<file path="src/rtl/inst_fetch_queue_pkg.sv">
`default_nettype none
// ============================================================================
// Module  : inst_fetch_queue_pkg
// Brief   : Shared constants, entry type and helpers for the instruction
//           prefetch queue.
// Revision: 1.0 - initial release
// ============================================================================
package inst_fetch_queue_pkg;

    localparam int          c_INST_ADDR_W    = 32;
    localparam int          c_INST_W         = 32;
    localparam int          c_IFQ_DEPTH_LOG2 = 2;
    localparam logic        c_CHIP_ENABLE    = 1'b1;
    localparam logic        c_CHIP_DISABLE   = 1'b0;
    localparam logic [31:0] c_ZERO_WORD      = 32'h0000_0000;

    typedef struct packed {
        logic [c_INST_ADDR_W-1:0] pc;
        logic [c_INST_W-1:0]      inst;
    } ifq_entry_t;

    function automatic logic [c_INST_ADDR_W-1:0] word_align(input logic [c_INST_ADDR_W-1:0] addr);
        return {addr[c_INST_ADDR_W-1:2], 2'b00};
    endfunction

    function automatic logic [31:0] sat_add32(input logic [31:0] a, input logic [31:0] b);
        logic [32:0] sum;
        sum = {1'b0, a} + {1'b0, b};
        return sum[32] ? 32'hFFFF_FFFF : sum[31:0];
    endfunction

endpackage
`default_nettype wire

</file>
<file path="src/rtl/inst_fetch_queue_fifo.sv">
`default_nettype none
// ============================================================================
// Module  : ifq_fifo
// Brief   : Generic synchronous FIFO with flush; head reads as zero when empty.
// Revision: 1.0 - initial release
// ============================================================================
module ifq_fifo
    import inst_fetch_queue_pkg::*;
#(
    parameter int WIDTH = 64,
    parameter int DEPTH = 4
) (
    input  logic                     clk,
    input  logic                     rst,
    input  logic                     i_push,
    input  logic                     i_pop,
    input  logic                     i_flush,
    input  logic [WIDTH-1:0]         i_wdata,
    output logic [$clog2(DEPTH):0]   o_count,
    output logic [WIDTH-1:0]         o_head
);

    localparam int AW = $clog2(DEPTH);
    localparam int CW = AW + 1;

    logic [WIDTH-1:0] r_mem [DEPTH];
    logic [AW-1:0]    r_wr_ptr;
    logic [AW-1:0]    r_rd_ptr;
    logic [CW-1:0]    r_count;

    // Caller guarantees no push when full unless a pop happens in the same cycle.
    always_ff @(posedge clk) begin
        if (rst || i_flush) begin
            r_wr_ptr <= '0;
            r_rd_ptr <= '0;
            r_count  <= '0;
        end else begin
            if (i_push) begin
                r_wr_ptr <= r_wr_ptr + AW'(1);
            end
            if (i_pop) begin
                r_rd_ptr <= r_rd_ptr + AW'(1);
            end
            case ({i_push, i_pop})
                2'b10:   r_count <= r_count + CW'(1);
                2'b01:   r_count <= r_count - CW'(1);
                default: r_count <= r_count;
            endcase
        end
    end

    always_ff @(posedge clk) begin
        if (!rst && !i_flush && i_push) begin
            r_mem[r_wr_ptr] <= i_wdata;
        end
    end

    assign o_count = r_count;
    assign o_head  = (r_count != '0) ? r_mem[r_rd_ptr] : '0;

endmodule
`default_nettype wire

</file>
<file path="src/rtl/inst_fetch_queue.sv">
`default_nettype none
// ============================================================================
// Module  : inst_fetch_queue
// Brief   : Instruction prefetch queue: owns the fetch PC, drives the ROM and
//           buffers {pc,inst} pairs; optional flush-discard counter enabled
//           by defining IFQ_FLUSH_CNT_EN.
// Revision: 1.0 - initial release
// ============================================================================
module inst_fetch_queue
    import inst_fetch_queue_pkg::*;
#(
    parameter int          DEPTH    = (1 << c_IFQ_DEPTH_LOG2),
    parameter logic [31:0] RESET_PC = 32'h0
) (
    input  logic                     clk,
    input  logic                     rst,
    output logic                     rom_ce_o,
    output logic [c_INST_ADDR_W-1:0] rom_addr_o,
    input  logic [c_INST_W-1:0]      rom_data_i,
    input  logic                     flush_i,
    input  logic [c_INST_ADDR_W-1:0] new_pc_i,
    input  logic                     id_ready_i,
    output logic                     valid_o,
    output logic [c_INST_ADDR_W-1:0] pc_o,
    output logic [c_INST_W-1:0]      inst_o
`ifdef IFQ_FLUSH_CNT_EN
    ,
    output logic [31:0]              flush_cnt_o
`endif
);

    localparam int            CW     = $clog2(DEPTH) + 1;
    localparam logic [CW-1:0] c_FULL = CW'(DEPTH);

    logic                     r_run;
    logic [c_INST_ADDR_W-1:0] r_fetch_pc;
    logic [CW-1:0]            w_count;
    logic                     w_valid;
    logic                     w_pop;
    logic                     w_push;
    ifq_entry_t               w_wr_entry;
    ifq_entry_t               w_head;

    assign w_valid    = (w_count != '0);
    assign w_pop      = w_valid & id_ready_i & ~flush_i;
    // Gating with rst keeps the ROM idle while reset is held, even before r_run settles.
    assign w_push     = ~rst & r_run & ~flush_i & ((w_count < c_FULL) | w_pop);
    assign w_wr_entry = '{pc: r_fetch_pc, inst: rom_data_i};

    always_ff @(posedge clk) begin
        if (rst) begin
            r_run      <= 1'b0;
            r_fetch_pc <= RESET_PC;
        end else begin
            r_run <= 1'b1;
            if (flush_i) begin
                r_fetch_pc <= word_align(new_pc_i);
            end else if (w_push) begin
                r_fetch_pc <= r_fetch_pc + 32'd4;
            end
        end
    end

    ifq_fifo #(
        .WIDTH (c_INST_ADDR_W + c_INST_W),
        .DEPTH (DEPTH)
    ) u_fifo (
        .clk     (clk),
        .rst     (rst),
        .i_push  (w_push),
        .i_pop   (w_pop),
        .i_flush (flush_i),
        .i_wdata (w_wr_entry),
        .o_count (w_count),
        .o_head  (w_head)
    );

    assign rom_ce_o   = w_push ? c_CHIP_ENABLE : c_CHIP_DISABLE;
    assign rom_addr_o = r_fetch_pc;
    assign valid_o    = w_valid;
    assign pc_o       = w_head.pc;
    assign inst_o     = w_head.inst;

`ifdef IFQ_FLUSH_CNT_EN
    logic [31:0] r_flush_cnt;

    always_ff @(posedge clk) begin
        if (rst) begin
            r_flush_cnt <= c_ZERO_WORD;
        end else if (flush_i) begin
            r_flush_cnt <= sat_add32(r_flush_cnt, 32'(w_count));
        end
    end

    assign flush_cnt_o = r_flush_cnt;
`endif

endmodule
`default_nettype wire

</file>
<file path="config.mk">
export PLATFORM = sky130hd
export DESIGN_NAME = inst_fetch_queue
export DESIGN_NICKNAME = d
export VERILOG_FILES = /design/src/rtl/inst_fetch_queue_pkg.sv /design/src/rtl/inst_fetch_queue_fifo.sv /design/src/rtl/inst_fetch_queue.sv
export SDC_FILE = /design/constraint.sdc
export NUM_CORES = 1
export LEC_CHECK = 0
export ABC_AREA = 1
export CAP_MARGIN = 20
export CORE_UTILIZATION = 55
export CTS_CLUSTER_SIZE = 24
export DETAILED_ROUTE_END_ITERATION = 10
export HOLD_SLACK_MARGIN = 0.03
export PLACE_DENSITY = 0.8
export SLEW_MARGIN = 20
export SYNTH_ARGS = -nofsm -noshare
export SYNTH_HDL_FRONTEND = slang
export SYNTH_SLANG_ARGS = --single-unit
</file>
<file path="constraint.sdc">
create_clock -name clk -period 5.41 [get_ports clk]
set_input_delay 0.8115 -clock clk [delete_from_list [all_inputs] [get_ports clk]]
set_output_delay 0.8115 -clock clk [all_outputs]
set_load 0.02 [all_outputs]
</file>
; ---- Word-level counts from Yosys, hierarchy flattened
; Memories as Yosys holds them, arrays and structs flattened. A register that Yosys moved wholly into a read port is not among the register bits.
; Cells that the tools add are included.
; W data, S select, Z words.
[op_classes]
n_reduce_logical = 9
eq_ne = 2
bitwise_logic = 8
mux = 10
add_sub_neg = 5
n_lt_le_gt_ge = 1
[op_table]
columns = op, n
row1 = $mux W32, 2
row2 = $mux W64, 1
row3 = $add A32 B3 Y32 const B, 1
row4 = $pmux W3 S2, 1
row5 = $and A1 B1 Y1, 5
row6 = $add A2 B1 Y2 const B, 2
row7 = $mux W1, 4
row8 = $mux W2, 2
row9 = $reduce_bool A2 Y1, 2
row10 = $add A3 B1 Y3 const B, 1
row11 = $lt A3 B3 Y1 const B, 1
row12 = $reduce_bool A3 Y1, 1
row13 = $sub A3 B1 Y3 const B, 1
row14 = $eq A2 B1 Y1 const B, 1
row15 = $eq A2 B2 Y1 const B, 1
row16 = $logic_and A1 B1 Y1, 2
row17 = $logic_not A1 Y1, 2
row18 = $not A1 Y1, 2
row19 = $reduce_or A2 Y1, 1
row20 = $logic_or A1 B1 Y1, 1
row21 = $or A1 B1 Y1, 1
[word_totals]
input_bits = 68
n_memories = 1
ff_bits = 40
ramBits = 256
wordCells = 42
out_inout_bits = 98
[memory_table]
columns = name, words, word_bits, read_ports, rd_ports_with_merged_regs, write_ports, line
row1 = u_fifo.r_mem, 4, 64, 1, 1, 1, inst_fetch_queue_fifo.sv:26  ; logic [WIDTH-1:0] r_mem [DEPTH];

; ---- Longest topological paths before layout
[depth]
word_depth = 8
ltp_mapped = 12
depth_no_buf = 10

; ---- Cells and area by module
; From an unflattened synthesis, not the netlist that was laid out.
[unflattened]
hier_cells = 1261
area_unflattened_um2 = 12779.8
[modules_own_cells]
columns = module, cells_each, seq_area_each_um2, n_inst, area_per_inst_um2
row1 = ifq_fifo, 876, 7867.5, 1, 10512.6
row2 = inst_fetch_queue, 385, 620.6, 1, 2267.2

; ---- Worst setup path after synthesis
; Ideal clock, no wire load.
[synth_path]
path_type = input port to flip-flop
startpoint = in rst
endpoint = mem u_fifo.r_mem[0][0], enable pin
stages = 6
setup_ns = 0.483
t_required_ns = 4.927
arrival_ns = 4.116
n_path_buf = 3
slack_ns = 0.811
path_cell_list = buf_2 -> nor2_4 -> nand3_2 -> buf_6 -> buf_6 -> nor2_1
[synth_between]
elab_chain_len = 7
word_cells_on_any_way = 9
cone_classes = mux: 2 / bitwise: 4 / reduce/logical: 3
[synth_rtl]
columns = item, line
row1 = "start, declared", inst_fetch_queue.sv:16  ; input logic rst,
row2 = $not A1 Y1, inst_fetch_queue.sv:47  ; assign w_push = ~rst & r_run & ~flush_i & ((w_count < c_FULL) | w_pop);
row3 = $and A1 B1 Y1 (3 in a row), inst_fetch_queue.sv:47
row4 = $logic_and A1 B1 Y1 (*), inst_fetch_queue_fifo.sv:53  ; if (!rst && !i_flush && i_push) begin
row5 = $mux W1 (*), inst_fetch_queue_fifo.sv:53
row6 = $mux W1 (not written as such) (*), inst_fetch_queue_fifo.sv:54  ; r_mem[r_wr_ptr] <= i_wdata;
row7 = "end, declared", inst_fetch_queue_fifo.sv:26
; Every way passes the cells marked *; elsewhere a longest branch is shown, timed or not.

==> summary.md <==
| Metric | Value |
|---|---|
| Maxcap violations | `0` |
| Clk_lat worst skew | `520 ps` |
| Yosys warns | `0` |
| Fillers | `1541` |
| Antenna diodes | `0` |
| Worst VDD drop | `0.188 mV` |
| Final min period | `3810 ps` |
| Area leader, netlist | `edfxtp_1` |
| GR Util All Layers | `24.3%` |
| Initial antenna violation count | `0` |
| Routed WL per cell | `17.5 um` |
| Crit-path most repeated cell | `nor2_1` |
| Area Overhead vs Synth | `22.1%` |
| Final cycle utilization of the critical path | `70.4%` |
| Critical-path cell list | `buf_4 > nor2_1 > nor2_1 > o21ai_0 > a21oi_1 > clkdlybuf4s50_1` |
| Final Setup Violations | `0` |
| Post-Synthesis Mean Instance Area | `10.7 um^2` |
| Largest net degree at the start of global routing | `65` |
| Area of the multi-input gates | `3540 um^2` |
| Via count | `8815` |
| GRT overflow | `0` |
| Total CTS buffers | `27` |
| Status | `completed` |
| # rows | `54` |
| Area fraction of the dominant cell type after synthesis | `60.7%` |
| Slowest-stage cell, CP | `dfxtp_4` |
| Synthesis-stage register bit count | `288` |
| Max Clk Rate | `262 MHz` |
| Required @ worst endpoint | `4600 ps` |
| Die Wd | `151 um` |
| IO Port Bufs | `159` |
| Seq/Total Area, Yosys | `67.2%` |
| RSZ-0062 raised after global routing | `false` |
| Critical path fanouts, max | `53` |
| Fin. max-slew vios | `0` |
| Antenna Nets Post-Route | `0` |
| Initial Utilization | `56.3%` |
| Setup repair bufs after CTS | `0` |
| CTS root buffer | `clkbuf_16` |
| Router iterations before antenna repair | `5` |
| Drt via density | `5.54` |
| Crit Path Class | `reg2out` |
| Gpl congestion | `0.887` |
| Clock Skew | `11.4 ps` |
| HPWL after detailed placement | `16100 um` |
| PwrDens | `321 nW/um^2` |
| Htree depth | `1` |
| Die height | `151 um` |
| CP top delay family | `buffers and inverters` |
| Core area | `21800 um^2` |
| Maximum buffer depth of the clock tree | `3` |
| Setup TNS | `0 ps` |
| Final hold viol count | `0` |
| First-pass GRT wire length | `42600 um` |
| Cells after Synth | `1150` |
| Number of distinct library cells after synthesis | `39` |
| Leak | `5.13 nW` |
| Hold_buf cts | `0` |
| Commonest cells in the synthesized netlist | `303 x nor2_1, 248 x edfxtp_1, 151 x o21ai_0` |
| Min-delay worst type | `reg2reg` |
| DRC viols | `0` |
| Synth Cell Area | `12300 um^2` |
| Pre-CTS WS | `1680 ps` |
| CTS-repair resized insts | `0` |
| Vias in the first global route | `8387` |
| Count leader, synth | `nor2_1` |
| Reg area | `8250 um^2` |
| Worst-path clk slew | `60 ps` |
| CP bufs+invs | `2` |
| Critical Path Sink Type | `output pin` |
| EDFF count, synth | `248` |
| Synth area leaders | `edfxtp_1 61%, nor2_1 9.3%, dfxtp_1 6.5%, o21ai_0 6.2%, a21oi_1 3.5%` |
| Clock tree from TritonCTS | `built` |
| Critical Path Source Type | `flop` |
| CP max stage delay | `740 ps` |
| Top-level port count | `166` |
| Ratio of cells with drive above 1 in the final layout | `8.24%` |
| Worst-Margin Slew | `915 ps` |
| Drt initial violations | `660` |
| Clock Sinks | `288` |
| Critical Path AT | `3000 ps` |
| # nets final | `1366` |
| Full die area | `22900 um^2` |
| Ys async rst share | `0%` |
| Final wirelength | `27900 um` |
| Worst rel slew slack | `39.0%` |
| Final WS setup | `1600 ps` |
| Post-synth top flop | `edfxtp_1` |
==> per-layer routing <==
| layer | track usage (%) | routed length (um) | vias up |
|---|---|---|---|
| met5 | 0 | 0 | - |
| li1 | - | - | 4238 |
| met3 | 3.10 | 2030 | 37 |
| met4 | 6.00 | 403 | 0 |
| met1 | 32.2 | 11500 | 4178 |
| met2 | 42.2 | 13900 | 362 |
==> cells by family after synthesis <==
kind of cell    Yosys count  synth area share, %
compound gates          280                 11.9
fa+ha+maj                 7                0.774
flops                   288                 67.2
buf+inv                 117                 4.29
simple gates            454                 15.6
other cells               1               0.0305
xor+xnor                  3                0.214
==> state kept, by name, summed over array words and instances, names as in the netlist, named ones only <==
signal           count
r_run                1
rom_addr_o          30
u_fifo.o_count       3
u_fifo.r_mem       248
u_fifo.r_rd_ptr      2
u_fifo.r_wr_ptr      2
==> cell usage in the layout (no fill, tap or decap), types with 16 or more instances in the layout <==
cell type / instances
nand2_1: 84
o21ai_1: 24
a21oi_1: 87
clkdlybuf4s50_1: 159
clkbuf_16: 27
dfxtp_1: 38
nand3_1: 34
nor2_4: 16
inv_1: 44
o21ai_0: 151
edfxtp_1: 248
nor2_1: 299
==> worst register-to-register path, stage by stage (launching register included) <==
cell,delay [ps]
dfxtp_1,360
o21ai_2,100
nand3_2,250
buf_4,330
nor2_4,440
buf_4,460
==> cell type report <==
cell class | instances | area share, %
Sequential cell | 288 | 55.0
Multi-Input combinational cell | 748 | 23.6
Timing Repair Buffer | 173 | 11.4
Clock buffer | 36 | 4.93
Tap cell | 280 | 2.34
Inverter | 53 | 1.37
Clock inverter | 13 | 1.30
==> where the power goes <==
group	switching, mW	leakage [nW]	total (mW)	internal, mW
Clock	0.772	0.456	1.97	1.20
Combinational	0.176	2.10	0.316	0.140
Sequential	0.0626	2.58	2.52	2.46
Total	1.01	5.13	4.81	3.80
==> metrics by stage <==
stage / power (mW) / util [%] / instances / cell area [um^2] / hold slack (ps)
2_1_floorplan: 2.72 / - / 1153 / 12300 / 441
3_3_place_gp: 2.88 / 64.4 / 1542 / 14100 / 448
3_5_place_dp: 2.88 / 64.4 / 1542 / 14100 / 473
4_1_cts: 4.83 / 68.7 / 1591 / 15000 / 485
5_1_grt: 4.95 / 68.7 / 1591 / 15000 / 514
6_report: 4.81 / 68.7 / 1591 / 15000 / 487
==> final timing paths <==
check	from	to	slack, ps	depth (start not counted)
worst max-delay path	flop	pc_o[13]	1600	6
worst min-delay path	u_fifo.r_rd_ptr[1]	flop	490	2
worst min register to register	u_fifo.r_rd_ptr[1]	flop	490	2
worst max register to register	u_fifo.o_count[2]	u_fifo.r_mem[1][30]	3090	5
(Power assumes the default switching activity.)
